==> config.mk <==
export PLATFORM = sky130hd
export DESIGN_NAME = icw_ocw_sequencer
export DESIGN_NICKNAME = d
export VERILOG_FILES = /design/src/rtl/icw_ocw_sequencer.sv
export SDC_FILE = /design/constraint.sdc
export NUM_CORES = 1
export LEC_CHECK = 0
export BUFFER_PORTS_ARGS = -buffer_cell sky130_fd_sc_hd__buf_2
export CAP_MARGIN = 20
export CORE_MARGIN = 2
export CORE_UTILIZATION = 45
export CTS_CLUSTER_DIAMETER = 50
export DETAILED_ROUTE_END_ITERATION = 10
export GPL_TIMING_DRIVEN = 0
export PLACE_DENSITY = 0.73
export SLEW_MARGIN = 0
export SYNTH_ARGS = -nofsm -noshare
export SYNTH_HDL_FRONTEND = slang
export SYNTH_SLANG_ARGS = --single-unit
==> constraint.sdc <==
create_clock -name clk -period 1.77 [get_ports clk]
set_input_delay 0.0885 -clock clk [delete_from_list [all_inputs] [get_ports clk]]
set_output_delay 0.0885 -clock clk [all_outputs]
set_load 0.005 [all_outputs]
==> src/rtl/icw_ocw_sequencer.sv <==
// 8259-style ICW/OCW sequencer: edge-detects the write flags, walks the init
// sequence, holds the config registers and decodes OCW1..3 into IMR/pulses.
//
// Ports
//   clk, rst (async, active-low)
//   writeICW1, writeICW2to4, writeOCW1..3 : level flags, one event per rising level
//   internalDataBus                       : data byte for the flagged write
//   init_done                             : high while in READY
//   ltim, single_mode, vector_base        : ICW1/ICW2 configuration
//   cascade_cfg                           : ICW3 byte
//   aeoi, buf_ms, sfnm                    : ICW4 configuration
//   imr                                   : OCW1 mask
//   eoi_pulse, eoi_specific, rotate       : OCW2 EOI command
//   cmd_level, set_prio_pulse             : OCW2 level and set-priority
//   read_isr, smm, poll_pulse             : OCW3 state
//   rotate_in_aeoi                        : OCW2 rotate-in-AEOI mode
// Build option: define ROTATE_AEOI_EN to enable the rotate_in_aeoi mode.
module icw_ocw_sequencer #(
  parameter int DATA_W = 8
) (
  input  logic              clk,
  input  logic              rst,
  input  logic              writeICW1,
  input  logic              writeICW2to4,
  input  logic              writeOCW1,
  input  logic              writeOCW2,
  input  logic              writeOCW3,
  input  logic [DATA_W-1:0] internalDataBus,
  output logic              init_done,
  output logic              ltim,
  output logic              single_mode,
  output logic [4:0]        vector_base,
  output logic [7:0]        cascade_cfg,
  output logic              aeoi,
  output logic [1:0]        buf_ms,
  output logic              sfnm,
  output logic [7:0]        imr,
  output logic              eoi_pulse,
  output logic              eoi_specific,
  output logic              rotate,
  output logic [2:0]        cmd_level,
  output logic              set_prio_pulse,
  output logic              read_isr,
  output logic              smm,
  output logic              poll_pulse,
  output logic              rotate_in_aeoi
);

  typedef enum logic [2:0] {
    IDLE,
    WAIT_ICW2,
    WAIT_ICW3,
    WAIT_ICW4,
    READY
  } state_e;

  state_e state_q, state_d;

  logic [4:0] flg_q;
  logic [4:0] flags;
  logic [4:0] ev;
  logic [7:0] d;

  logic       ev_icw1, ev_w24, ev_o1, ev_o2, ev_o3;
  logic       rdy;

  logic       done_q, done_d;
  logic       ltim_q, ltim_d;
  logic       single_q, single_d;
  logic       ic4_q, ic4_d;
  logic [4:0] vb_q, vb_d;
  logic [7:0] cas_q, cas_d;
  logic       aeoi_q, aeoi_d;
  logic [1:0] bufms_q, bufms_d;
  logic       sfnm_q, sfnm_d;
  logic [7:0] imr_q, imr_d;
  logic       eoip_q, eoip_d;
  logic       eoisp_q, eoisp_d;
  logic       rot_q, rot_d;
  logic [2:0] lvl_q, lvl_d;
  logic       spp_q, spp_d;
  logic       risr_q, risr_d;
  logic       smm_q, smm_d;
  logic       poll_q, poll_d;
`ifdef ROTATE_AEOI_EN
  logic       raeoi_q, raeoi_d;
`endif

  assign d     = internalDataBus[7:0];
  assign flags = {writeOCW3, writeOCW2, writeOCW1,
                  writeICW2to4, writeICW1};
  assign ev    = flags & ~flg_q;

  // Events made one-hot: ICW1 first, then a fixed order for the
  // (nominally impossible) coincidences of the others.
  assign ev_icw1 = ev[0];
  assign ev_w24  = ev[1] & ~ev[0];
  assign ev_o1   = ev[2] & ~|ev[1:0];
  assign ev_o2   = ev[3] & ~|ev[2:0];
  assign ev_o3   = ev[4] & ~|ev[3:0];

  assign rdy = (state_q == READY);

  always_comb begin
    state_d  = state_q;
    ltim_d   = ltim_q;
    single_d = single_q;
    ic4_d    = ic4_q;
    vb_d     = vb_q;
    cas_d    = cas_q;
    aeoi_d   = aeoi_q;
    bufms_d  = bufms_q;
    sfnm_d   = sfnm_q;
    imr_d    = imr_q;
    eoisp_d  = eoisp_q;
    rot_d    = rot_q;
    lvl_d    = lvl_q;
    risr_d   = risr_q;
    smm_d    = smm_q;
    eoip_d   = 1'b0;
    spp_d    = 1'b0;
    poll_d   = 1'b0;
`ifdef ROTATE_AEOI_EN
    raeoi_d  = raeoi_q;
`endif

    unique case (1'b1)
      ev_icw1: begin
        ltim_d   = d[3];
        single_d = d[1];
        ic4_d    = d[0];
        imr_d    = 8'h00;
        smm_d    = 1'b0;
        risr_d   = 1'b0;
        aeoi_d   = 1'b0;
        bufms_d  = 2'b00;
        sfnm_d   = 1'b0;
`ifdef ROTATE_AEOI_EN
        raeoi_d  = 1'b0;
`endif
        if (d[1]) cas_d = 8'h00;
        state_d  = WAIT_ICW2;
      end
      ev_w24: begin
        unique case (state_q)
          WAIT_ICW2: begin
            vb_d = d[7:3];
            if (!single_q)  state_d = WAIT_ICW3;
            else if (ic4_q) state_d = WAIT_ICW4;
            else            state_d = READY;
          end
          WAIT_ICW3: begin
            cas_d   = d;
            state_d = ic4_q ? WAIT_ICW4 : READY;
          end
          WAIT_ICW4: begin
            sfnm_d  = d[4];
            bufms_d = d[3:2];
            aeoi_d  = d[1];
            state_d = READY;
          end
          default: ;
        endcase
      end
      ev_o1: begin
        if (rdy) imr_d = d;
      end
      ev_o2: begin
        if (rdy) begin
          if (d[5]) begin
            eoip_d  = 1'b1;
            eoisp_d = d[6];
            rot_d   = d[7];
            lvl_d   = d[2:0];
          end else if (d[7:6] == 2'b11) begin
            spp_d = 1'b1;
            lvl_d = d[2:0];
          end
`ifdef ROTATE_AEOI_EN
          else if (d[7:6] == 2'b10) begin
            raeoi_d = 1'b1;
          end else if (d[7:6] == 2'b00) begin
            raeoi_d = 1'b0;
          end
`endif
        end
      end
      ev_o3: begin
        if (rdy) begin
          if (d[1]) risr_d = d[0];
          if (d[6]) smm_d  = d[5];
          if (d[2]) poll_d = 1'b1;
        end
      end
      default: ;
    endcase

    done_d = (state_d == READY);
  end

  always_ff @(posedge clk or negedge rst) begin
    if (!rst) begin
      state_q <= IDLE;
    end else begin
      state_q <= state_d;
    end
  end

  always_ff @(posedge clk or negedge rst) begin
    if (!rst) begin
      flg_q    <= '0;
      done_q   <= 1'b0;
      ltim_q   <= 1'b0;
      single_q <= 1'b0;
      ic4_q    <= 1'b0;
      vb_q     <= '0;
      cas_q    <= '0;
      aeoi_q   <= 1'b0;
      bufms_q  <= '0;
      sfnm_q   <= 1'b0;
      imr_q    <= '0;
      eoip_q   <= 1'b0;
      eoisp_q  <= 1'b0;
      rot_q    <= 1'b0;
      lvl_q    <= '0;
      spp_q    <= 1'b0;
      risr_q   <= 1'b0;
      smm_q    <= 1'b0;
      poll_q   <= 1'b0;
    end else begin
      flg_q    <= flags;
      done_q   <= done_d;
      ltim_q   <= ltim_d;
      single_q <= single_d;
      ic4_q    <= ic4_d;
      vb_q     <= vb_d;
      cas_q    <= cas_d;
      aeoi_q   <= aeoi_d;
      bufms_q  <= bufms_d;
      sfnm_q   <= sfnm_d;
      imr_q    <= imr_d;
      eoip_q   <= eoip_d;
      eoisp_q  <= eoisp_d;
      rot_q    <= rot_d;
      lvl_q    <= lvl_d;
      spp_q    <= spp_d;
      risr_q   <= risr_d;
      smm_q    <= smm_d;
      poll_q   <= poll_d;
    end
  end

`ifdef ROTATE_AEOI_EN
  always_ff @(posedge clk or negedge rst) begin
    if (!rst) raeoi_q <= 1'b0;
    else      raeoi_q <= raeoi_d;
  end
  assign rotate_in_aeoi = raeoi_q;
`else
  assign rotate_in_aeoi = 1'b0;
`endif

  assign init_done      = done_q;
  assign ltim           = ltim_q;
  assign single_mode    = single_q;
  assign vector_base    = vb_q;
  assign cascade_cfg    = cas_q;
  assign aeoi           = aeoi_q;
  assign buf_ms         = bufms_q;
  assign sfnm           = sfnm_q;
  assign imr            = imr_q;
  assign eoi_pulse      = eoip_q;
  assign eoi_specific   = eoisp_q;
  assign rotate         = rot_q;
  assign cmd_level      = lvl_q;
  assign set_prio_pulse = spp_q;
  assign read_isr       = risr_q;
  assign smm            = smm_q;
  assign poll_pulse     = poll_q;

endmodule

# [Word-level counts from Yosys, hierarchy flattened]
# Cells that the tools add are included.
[totals] in_bits=15 elab_cells=91 out_inout_bits=39 register_bits=47
[classes] n_eq_ne=13 n_reduce_logical=18 mux=33 bitwise=7
[ops] op="one-hot mux 8 bit (2 select lines)" n=2
[ops] op="2-to-1 mux 8 bit" n=3
[ops] op="2-to-1 mux 1 bit" n=16
[ops] op="AND reduction 3 bit" n=5
[ops] op="2-to-1 mux 3 bit" n=4
[ops] op="one-hot mux 3 bit (3 select lines)" n=1
[ops] op="!= test 2 x 1 -> 1 bit (second input constant)" n=4
[ops] op="one-hot mux 1 bit (2 select lines)" n=4
[ops] op="nonzero test 2 bit" n=4
[ops] op="equality test 3 x 2 -> 1 bit (second input constant)" n=2
[ops] op="equality test 3 bit (second input constant)" n=2
[ops] op="!= test 2 bit (second input constant)" n=3
[ops] op="one-hot mux 3 bit (2 select lines)" n=1
[ops] op="AND reduction 2 bit" n=3
[ops] op="AND 5 bit" n=1
[ops] op="inverter 5 bit" n=1
[ops] op="AND 1 bit" n=4
[ops] op="one-hot mux 2 bit (2 select lines)" n=1
[ops] op="OR reduction 4 bit" n=1
[ops] op="equality test 3 x 1 -> 1 bit (second input constant)" n=1
[ops] op="logical NOT 1 bit" n=3
[ops] op="OR reduction 3 bit" n=1
[ops] op="equality test 2 bit (second input constant)" n=1
[ops] op="2-to-1 mux 2 bit" n=1
[ops] op="other kinds (2)" n=2

# [Longest topological paths before layout]
# Gate-level depths: netlist of run 1.
[logic_depth] ltp_word=7 mapped_depth=6 mapped_depth_nobuf=4

# [Least setup slack after synthesis of run 1]
# OpenSTA, ideal clock, no wires.
[synth_timing] kind="register -> register" from="register state_q[1]" to="register lvl_q[0] (netlist: cmd_level[0])" t_arrival_ns=1.428 n_path_buf=1 slack_ns=0.215 period_less_slack_ns=1.555 stages_incl_launch_ff=6 setup_time_ns=0.128 t_required_ns=1.642 path_cell_list="dfrtp_1 > buf_4 > nor3b_4 > nand2_1 > nor3_4 > mux2_1"
[synth_between] elab_chain_cells=2
[synth_rtl] item="from (decl)" line_no="57" text="state_e state_q, state_d;"
[synth_rtl] item="from (signal assigned)" line_no="205" text="state_q <= state_d;"
[synth_rtl] item="equality test 3 bit" line_no="102" text="assign rdy = (state_q == READY);"
[synth_rtl] item="AND reduction 3 bit (no line)"
[synth_rtl] item="to (signal assigned)" line_no="245" text="lvl_q <= lvl_d;"
[synth_rtl] item="to (decl)" line_no="80" text="logic [2:0] lvl_q, lvl_d;"
# Every way passes these cells.
# A chain may end at the register's enable or synchronous reset.

# [Worst setup path in the final report of run 1]
[layout_timing] from="register state_q[0]" to="register lvl_q[2] (netlist: cmd_level[2])"
# Same word-level chain as after synthesis.

==> results of run 1 <==
==> synthesized netlist by cell type, drive strengths merged, types with 3 or more instances <==
cell,instances
a21bo,7
a21oi,5
buf,8
dfrtp,47
inv,5
mux2,10
nand2,33
nand2b,3
nand3,6
nand4,8
nor2b,3
nor3,5
o21ai,15
==> where the power goes <==
group / total [mW] / internal (mW) / switching, mW
logic: 0.525 / 0.261 / 0.264
clock network: 0.758 / 0.414 / 0.344
registers: 1.31 / 1.22 / 0.0867
==> through the flow <==
stage	power (mW)	TNS [ps]	utilization [%]	area, sq um
2_1_floorplan	1.599	0	-	2037
3_3_place_gp	1.818	0	54.14	2357
3_5_place_dp	1.837	0	54.14	2357
4_1_cts	2.599	0	57.64	2510
5_1_grt	2.735	-2.829	58.88	2564
6_report	2.593	0	58.88	2564
==> per-layer routing <==
layer	vias up	share of wire (%)
li1	775	-
met1	738	46
met2	44	48
met3	6	4.5
met4	0	1.5
met5	-	0
==> critical path: stages (launching register included) <==
cell	delay, ps
dfrtp_1	360
buf_2	180
nor3b_4	310
nand2_1	150
nor3_4	210
mux2_1	340
==> registers in the layout, summed over array words and instances, names as in the netlist, 2 cells and up <==
| signal | count |
|---|---|
| buf_ms | 2 |
| cascade_cfg | 8 |
| cmd_level | 3 |
| flg_q | 5 |
| imr | 8 |
| state_q | 3 |
| vector_base | 5 |
==> final cells by class <==
cell class                      count  share of cell area [%]
Clock buffer                        6                   2.831
Sequential cell                    47                   45.88
Clock inverter                      1                   1.171
Timing Repair Buffer               59                   13.37
Inverter                            5                  0.7321
Tap cell                           52                   2.538
Buffer                             10                   2.245
Multi-Input combinational cell    120                   31.23
==> repair_timing <==
action	in CTS	in global routing
buffers inserted	0	1
gates resized for setup	0	4
endpoints found under the setup margin	0	10
hold endpoints to repair	5	47
hold buffers	5	1
==> cell families (layout without fill, tap and decap cells) <==
kind of cell	Yosys count	after routing
flops	47	47
other cells	1	1
mux	11	11
buf+inv	15	81
compound gates	38	38
simple gates	70	70
==> final timing paths <==
| check | startpoint | end | slack [ps] | cells after the start |
|---|---|---|---|---|
| max | state_q[0]$_DFF_PN0_ | cmd_level[2]$_DFFE_PN0P_ | 90 | 5 |
| min | internalDataBus[3] | ltim$_DFFE_PN0P_ | 50 | 3 |
| max reg2reg | state_q[0]$_DFF_PN0_ | cmd_level[2]$_DFFE_PN0P_ | 90 | 5 |
| min reg2reg | ltim$_DFFE_PN0P_ | ltim$_DFFE_PN0P_ | 470 | 2 |
| max in group asynchronous | rst | vector_base[2]$_DFFE_PN0P_ | 1190 | 3 |
| min in group asynchronous | rst | init_done$_DFF_PN0_ | 140 | 2 |
==> run_results.csv, run 1 <==
group,metric,value,unit
finish,regArea,1176,sq um
grt,grt_max_degree,48,
synth,syn_inst,182,
die,start_util,46.78,%
die,rows,24,
synth,synth_fp_nets,197,
synth,yosysUniqueCellTypes,41,
timing,fin_crit,1676,ps
timing,setup_slack,94.29,ps
clock_tree,numCtsBuffers,5,
grt,grt_pass1_vias,1435,
synth,yosys-top-cells-area,"dfrtp_1 (58%), nand2_1 (6.1%), a21bo_1 (3.4%)",
placement,place_congestion,0.8176,
detailed_routing,drc_errors,0,
critical_path,critPathArrivalTime,1860,ps
timing,setup_viol,0,
die,core_region_area,4354,sq um
placement,dp_slack,62.46,ps
finish,nFillCells,386,
clock_tree,clockRootBuffer,"clkbuf_8",
clock_tree,cts.clk_slew.worst_paths,80,ps
placement,io_buffers,51,
timing,finalMaxSlewViolations,0,
synth,yosysSeqAreaShare,57.74,%
clock_tree,cts_sinks,47,
power,p_leak,1.341,nW
finish,final_common_cell,"buf_2",
timing,post-route-period-util,94.67,%
synth,synthSimpleGateAreaFrac,19.35,%
finish,stdcell_count,300,
synth,muxShareOfSynthArea,6.020,%
synth,synth_top_area_share,57.74,%
detailed_routing,wirelength,4.377,mm
finish,syn_to_final_growth,25.86,%
die,die_w,71.28,um
synth,async_reset_ff_share,100.0,%
timing,holdWs,47.11,ps
synth,synth_compound_area_share,13.14,%
synth,synth_largest_area_cell,"dfrtp_1",
finish,layout_common_cells,"buf_2 (54), dfrtp_1 (47), nand2_1 (33)",
critical_path,cp-start-kind,"register",
critical_path,required,1950,ps
detailed_routing,firstDrtPassIters,4,
grt,use_met1,24.15,%
synth,synth.avg_cell_area,11.19,sq um
grt,antenna_found_initial,0,
clock_tree,cts_max_level,2,
finish,antenna_cells,0,
min_path,hold_path_class,"in -> reg",
detailed_routing,ant_nets,0,
critical_path,end_kind,"register",
timing,fmax,596.8,MHz
synth,synth_top_family_by_area,"simple AND/OR/NAND/NOR gates",
die,ios,54,
die,die_area,5081,sq um
power,peakVddDrop,0.6113,mV
synth,synth_edf_count,0,
timing,finalHoldViolCount,0,
detailed_routing,vias_per_cell,5.210,
critical_path,path_max_fanout,10,
clock_tree,clkLatencyLatePin,300,ps
finish,post_route_cells_drive_above_1_share,32.26,%
synth,netlist_area,2037,sq um
synth,ys_ff_latch,47,
synth,synth-xor-area-share,0,%
grt,grt_pass1_wl,7.031,mm
die,die-height,71.28,um
timing,rsz0062_at_grt,"yes",
placement,hpwlAfterDp,3.092,mm
placement,dp_cells,285,
finish,multi_input_area,800.8,sq um
critical_path,worst-setup-path-type,"reg -> reg",
detailed_routing,vias,1563,
synth,yosysWarnings,0,
grt,gr-max-usage-layer,"met2",
grt,use_met2,29.22,%
grt,grt_usage,18.24,%
flow_run,max_cap_viol_count,0,
synth,ys.flop_type,"dfrtp_1",
grt,met3_usage,4.923,%
finish,nets,263,
clock_tree,cts_tree,"done",
detailed_routing,post_drt_wl_per_cell,14.59,um
clock_tree,ctsLongestPathBuffers,2,
grt,overflow,0,
power,power.density,1012,nW/um^2
detailed_routing,drtIter0Drc,44,
run_status,status,"finished, final reports clean",
timing,skew,4.264,ps
synth,synth-adder-area-share,0,%
No activity file was read; power rests on OpenSTA's default activity.
==> run 2: changes to the inputs <==
==> constraint.sdc (replaced) <==
create_clock -name clk -period 2.1 [get_ports clk]
set_input_delay 0.105 -clock clk [delete_from_list [all_inputs] [get_ports clk]]
set_output_delay 0.105 -clock clk [all_outputs]
set_load 0.005 [all_outputs]
==> run 2 against run 1 <==
- clock skew rose by 0.59 ps
- via count is 0.45% lower
- sequential share of layout area is 0.43 points higher
- critical path depth up 1
- largest power group unchanged
==> run_results.csv, run 2 (synthesis results as in run 1) <==
group,metric,value,unit
clock_tree,cts_max_level,2,
die,rows,24,
clock_tree,clockRootBuffer,"clkbuf_8",
power,power.total,2.176,mW
timing,finalHoldViolCount,0,
die,die_area,5081,sq um
grt,grt_max_degree,48,
finish,layout_common_cells,"buf_2 (55), dfrtp_1 (47), nand2_1 (33)",
detailed_routing,vias,1556,
detailed_routing,firstDrtPassIters,4,
critical_path,path_cells,"dlygate4sd3_1, buf_2, nor3b_2, nand2_1, nor3_4, mux2_2",
critical_path,critPathArrivalTime,1900,ps
critical_path,critPathMaxStageDelay,520,ps
clock_tree,cts_sinks,47,
timing,skew,4.856,ps
placement,dp_cells,285,
timing,rsz0062_at_grt,"no",
die,start_util,46.78,%
run_status,status,"finished, final reports clean",
grt,antenna_found_initial,0,
clock_tree,cts_tree,"done",
timing,worst_slew_pin_slew,505.0,ps
finish,nets,262,
placement,io_buffers,51,
power,peakVddDrop,0.5111,mV
detailed_routing,drc_errors,0,
critical_path,worst-setup-path-type,"in -> reg",
grt,overflow,0,
critical_path,end_kind,"register",
critical_path,crit_family,"simple AND/OR/NAND/NOR gates",
detailed_routing,drtIter0Drc,46,
power,power.density,856.5,nW/um^2
clock_tree,clkLatencyLatePin,300,ps
finish,final_common_cell,"buf_2",
timing,setup_slack,386.3,ps
detailed_routing,vias_per_cell,5.204,
finish,post_route_cells_drive_above_1_share,31.58,%
clock_tree,cts.clk_slew.worst_paths,80,ps
grt,grt_usage,18.24,%
timing,finalMaxSlewViolations,0,
power,p_leak,1.334,nW
detailed_routing,wirelength,4.324,mm
finish,syn_to_final_growth,24.69,%
placement,place_congestion,0.8176,
detailed_routing,post_drt_wl_per_cell,14.46,um
grt,grt_pass1_vias,1435,
timing,fin_crit,1714,ps
grt,grt_pass1_wl,7.031,mm
critical_path,cp-start-kind,"input pin",
critical_path,critical_path_buf_inv_count,2,
finish,antenna_cells,0,
die,ios,54,
die,die-height,71.28,um
timing,max-slew-margin-rel,66.15,%
critical_path,path_max_fanout,6,
critical_path,slowest_stage,"dlygate4sd3_1",
placement,dp_slack,392.5,ps
placement,hpwlAfterDp,3.092,mm
detailed_routing,ant_nets,0,
critical_path,required,2280,ps
clock_tree,ctsLongestPathBuffers,2,
timing,finalSetupTns,0,ps
timing,post-route-period-util,81.61,%
min_path,hold_path_class,"in -> reg",
finish,nFillCells,390,
finish,stdcell_count,299,
timing,fmax,583.5,MHz
flow_run,max_cap_viol_count,0,
timing,setup_viol,0,
die,core_region_area,4354,sq um
clock_tree,numCtsBuffers,5,
die,die_w,71.28,um
-- run 2: cell types whose count changed in the layout (fill, tap and decap cells not counted), sizes merged --
| cell | before | now |
|---|---|---|
| clkbuf | 10 | 8 |
| buf | 59 | 60 |
-- run 2: power by group --
part / leakage (nW) / switching [mW] / internal, mW / total [mW]
clock: 0.0513 / 0.290 / 0.349 / 0.639
sequential: 0.618 / 0.0710 / 1.03 / 1.10
combinational: 0.664 / 0.220 / 0.214 / 0.434
total: 1.33 / 0.581 / 1.59 / 2.18
-- run 2: per-stage QoR --
step | hold WS (ps) | cell area (sq um) | util [%]
floorplan | -190.6 | 2037 | -
global placement | 227.2 | 2357 | 54.14
detailed placement | 229.8 | 2357 | 54.14
CTS | 24.30 | 2510 | 57.64
global route | 73.68 | 2540 | 58.33
finish | 64.30 | 2540 | 58.33
-- run 2: area by class of cell --
type | instances | area [sq um] | share of cell area, %
Multi-Input combinational cell | 120 | 788.3 | 31.03
Sequential cell | 47 | 1176 | 46.31
Tap cell | 52 | 65.06 | 2.562
Clock inverter | 1 | 30.03 | 1.182
Clock buffer | 6 | 72.57 | 2.857
Buffer | 10 | 53.80 | 2.118
Timing Repair Buffer | 58 | 335.3 | 13.20
Inverter | 5 | 18.77 | 0.7389
-- run 2: path summary, 6_finish.rpt --
path	from	to	slack, ps	cells past startpoint
setup / recovery	writeICW2to4	vector_base[2]$_DFFE_PN0P_	390	6
hold / removal	internalDataBus[3]	ltim$_DFFE_PN0P_	60	3
setup reg to reg	state_q[1]$_DFF_PN0_	cmd_level[2]$_DFFE_PN0P_	390	5
hold reg to reg	ltim$_DFFE_PN0P_	ltim$_DFFE_PN0P_	470	2
max in group asynchronous	rst	flg_q[0]$_DFF_PN0_	1500	3
min in group asynchronous	rst	init_done$_DFF_PN0_	150	2
-- run 2: timing repair --
item	CTS	global route
gates resized for setup	0	0
hold buffers	5	1
endpoints found under the setup margin	0	0
endpoints found under the hold margin	5	47
setup buffers	0	0
-- run 2: worst reg2reg max path, cell delays in order, from the launching register on --
cell     delay, ps
dfrtp_1        370
buf_4          170
nor3b_4        300
nand2_1        160
nor3_4         260
mux2_1         340
-- run 2: per-layer routing --
layer	up-vias	track usage, %	part of all wire, %
met5	-	0	0
met4	0	6.289	1.6
li1	776	-	-
met2	39	29.22	47
met3	6	4.923	4.4
met1	735	24.15	47
==> run 3: changes to the inputs <==
--- a/config.mk
+++ b/config.mk
@@ -5,6 +5,7 @@
 export SDC_FILE = /design/constraint.sdc
 export NUM_CORES = 1
 export LEC_CHECK = 0
+export ABC_AREA = 1
 export BUFFER_PORTS_ARGS = -buffer_cell sky130_fd_sc_hd__buf_2
 export CAP_MARGIN = 20
 export CORE_MARGIN = 2
@@ -12,7 +13,7 @@
 export CTS_CLUSTER_DIAMETER = 50
 export DETAILED_ROUTE_END_ITERATION = 10
 export GPL_TIMING_DRIVEN = 0
-export PLACE_DENSITY = 0.73
+export PLACE_DENSITY = 0.76
 export SLEW_MARGIN = 0
 export SYNTH_ARGS = -nofsm -noshare
 export SYNTH_HDL_FRONTEND = slang
==> constraint.sdc (replaced) <==
create_clock -name clk -period 1.53 [get_ports clk]
set_input_delay 0.0765 -clock clk [delete_from_list [all_inputs] [get_ports clk]]
set_output_delay 0.0765 -clock clk [all_outputs]
set_load 0.005 [all_outputs]
==> run 3 against run 2 <==
- utilization grew 0.60 points
- sequential share of layout area is 0.78 points lower
- final area rose by 1.7%
- sequential power rose by 44%
- clock skew barely moved
- area after synthesis is 0.68% higher
- register-to-register slack worse by 250 ps
- global-route usage grew 1.1 points
- critical path type is now reg -> reg
- largest power group unchanged
==> run_results.csv, run 3 <==
group,metric,value,unit
grt,grt_usage,19.35,%
timing,rsz0062_at_grt,"no",
placement,hpwlAfterDp,3.252,mm
critical_path,path_max_fanout,5,
power,power.density,1189,nW/um^2
die,die-height,71.51,um
finish,layout_common_cells,"nand2_1 (70), buf_2 (52), dfrtp_1 (47)",
finish,nets,321,
die,start_util,46.78,%
timing,fmax,715.1,MHz
synth,netlist_area,2051,sq um
finish,syn_to_final_growth,25.99,%
power,p_leak,1.502,nW
die,die_area,5113,sq um
timing,fin_crit,1398,ps
clock_tree,cts_sinks,47,
clock_tree,cts.clk_slew.worst_paths,80,ps
synth,synthMostInstantiatedCell,"nand2_1",
timing,finalSetupTns,0,ps
run_status,status,"finished, final reports clean",
finish,final_common_cell,"nand2_1",
min_path,hold_path_class,"in -> reg",
detailed_routing,wirelength,4.475,mm
critical_path,slowest_stage,"dfrtp_1",
grt,grt_pass1_wl,7.679,mm
clock_tree,cts_tree,"done",
timing,skew,4.764,ps
detailed_routing,vias_per_cell,4.860,
clock_tree,numCtsBuffers,5,
finish,post_route_cells_drive_above_1_share,27.45,%
die,ios,54,
synth,syn_inst,237,
timing,finalMaxSlewViolations,0,
critical_path,end_kind,"register",
critical_path,crit_family,"simple AND/OR/NAND/NOR gates",
grt,overflow,0,
power,peakVddDrop,0.5461,mV
critical_path,required,1720,ps
synth,async_reset_ff_share,100.0,%
clock_tree,ctsLongestPathBuffers,2,
detailed_routing,post_drt_wl_per_cell,12.50,um
grt,grt_max_degree,48,
die,die_w,71.51,um
synth,synth.avg_cell_area,8.653,sq um
detailed_routing,ant_nets,0,
critical_path,critical_path_buf_inv_count,0,
finish,finalInstanceArea,2584,sq um
die,rows,24,
timing,post-route-period-util,91.40,%
synth,synth_edf_count,0,
synth,yosys-top-cells-area,"dfrtp_1 (57%), nand2_1 (13%), nand3_1 (8.8%)",
detailed_routing,drc_errors,0,
flow_run,max_cap_viol_count,0,
power,power.total,3.071,mW
detailed_routing,drtIter0Drc,101,
synth,ys_ff_latch,47,
timing,finalHoldViolCount,0,
critical_path,worst-setup-path-type,"reg -> reg",
critical_path,path_cells,"nor3_2, nand3_1, nand2_1, nand2_1, nand2_1, nand2_1",
grt,grt_pass1_vias,1698,
clock_tree,clockRootBuffer,"clkbuf_8",
synth,yosysWarnings,0,
critical_path,critPathMaxStageDelay,450,ps
synth,synth_top_area_share,57.35,%
detailed_routing,firstDrtPassIters,4,
critical_path,cp-start-kind,"register",
critical_path,critPathArrivalTime,1590,ps
die,core_region_area,4384,sq um
placement,io_buffers,52,
synth,synth_fp_nets,252,
synth,yosysSeqAreaShare,57.35,%
synth,synth_largest_area_cell,"dfrtp_1",
synth,synthTopCellsByCount,"nand2_1 (70), dfrtp_1 (47), nand3_1 (36), inv_1 (24), nor2_1 (17)",
synth,ys.flop_type,"dfrtp_1",
placement,placed_area,2376,sq um
critical_path,cp_common_cell,"nand2_1",
placement,place_congestion,0.7986,
synth,yosysUniqueCellTypes,19,
timing,setup_viol,0,
clock_tree,cts_max_level,2,
detailed_routing,vias,1740,
grt,antenna_found_initial,0,
finish,antenna_cells,0,
clock_tree,clkLatencyLatePin,300,ps
finish,fin_util,58.93,%
-- run 3: changes by cell type after synthesis, sizes merged, moves of 3 or more --
cell	delta
nor3	-3
a21bo	-7
inv	+22
nand3	+32
nand4	-8
buf	-6
nor2b	-3
nand2	+44
mux2	-10
nand2b	-3
nor2	+20
-- run 3: final cells by class --
cell class                      count  area (sq um)
Sequential cell                    47          1176
Buffer                              2         11.26
Tap cell                           52         65.06
Fill cell                         400          1800
Timing Repair Buffer               62         365.4
Clock buffer                        6         82.58
Multi-Input combinational cell    161         774.5
Inverter                           27         103.9
Clock inverter                      1         5.005
-- run 3: repair_timing --
action | CTS | global route
setup endpoints to repair | 0 | 17
hold buffers | 7 | 0
resized for setup | 0 | 4
buffers inserted | 0 | 2
hold endpoints to repair | 53 | 0
-- run 3: report_power, final --
group	internal, mW	total [mW]	switching [mW]
sequential	1.44	1.58	0.140
combinational	0.303	0.738	0.435
clock	0.355	0.753	0.398
total	2.10	3.07	0.973
-- run 3: cells by family (layout without fill, tap and decap cells) --
kind of cell / count (synthesis) / count (layout) / synth area share, %
flip-flops: 47 / 47 / 57.35
AND/OR/NAND/NOR: 139 / 139 / 31.30
buffers and inverters: 29 / 98 / 5.491
other: 1 / 1 / 0.1829
AO/OA/AOI/OAI: 21 / 21 / 5.674
-- run 3: per-stage QoR --
step	cells	hold slack, ps	worst slack (ps)
floorplan	237	-219.1	323.2
global placement	341	201.9	171.4
detailed placement	341	204.4	154.9
CTS	355	22.16	85.25
global route	358	33.85	6.419
finish	358	26.77	131.5
-- run 3: path summary, 6_finish.rpt --
path                                          start                    endpoint  slack (ps)  cells after the start
max in group asynchronous                       rst  cascade_cfg[6]$_DFFE_PN0P_         770                      3
max reg2reg                    state_q[1]$_DFF_PN0_             smm$_DFFE_PN0P_         130                      6
max                            state_q[1]$_DFF_PN0_             smm$_DFFE_PN0P_         130                      6
min                              internalDataBus[3]          imr[3]$_DFFE_PN0P_          30                      3
min reg2reg                cmd_level[1]$_DFFE_PN0P_    cmd_level[1]$_DFFE_PN0P_         480                      2
min in group asynchronous                       rst    cmd_level[1]$_DFFE_PN0P_         260                      2
-- run 3: worst min-delay path, delay by kind of cell --
| family | cells | cell delay, ps |
|---|---|---|
| buf+inv | 1 | 90 |
| simple gates | 2 | 130 |
-- run 3: layer usage --
metal | part of all wire [%] | track usage (%) | vias up | wire length [um]
met1 | 46 | 25.76 | 809 | 2070
li1 | - | - | 887 | -
met2 | 48 | 31.48 | 38 | 2146
met3 | 4.3 | 4.501 | 6 | 192
met5 | 0 | 0 | - | 0
met4 | 1.5 | 6.289 | 0 | 65
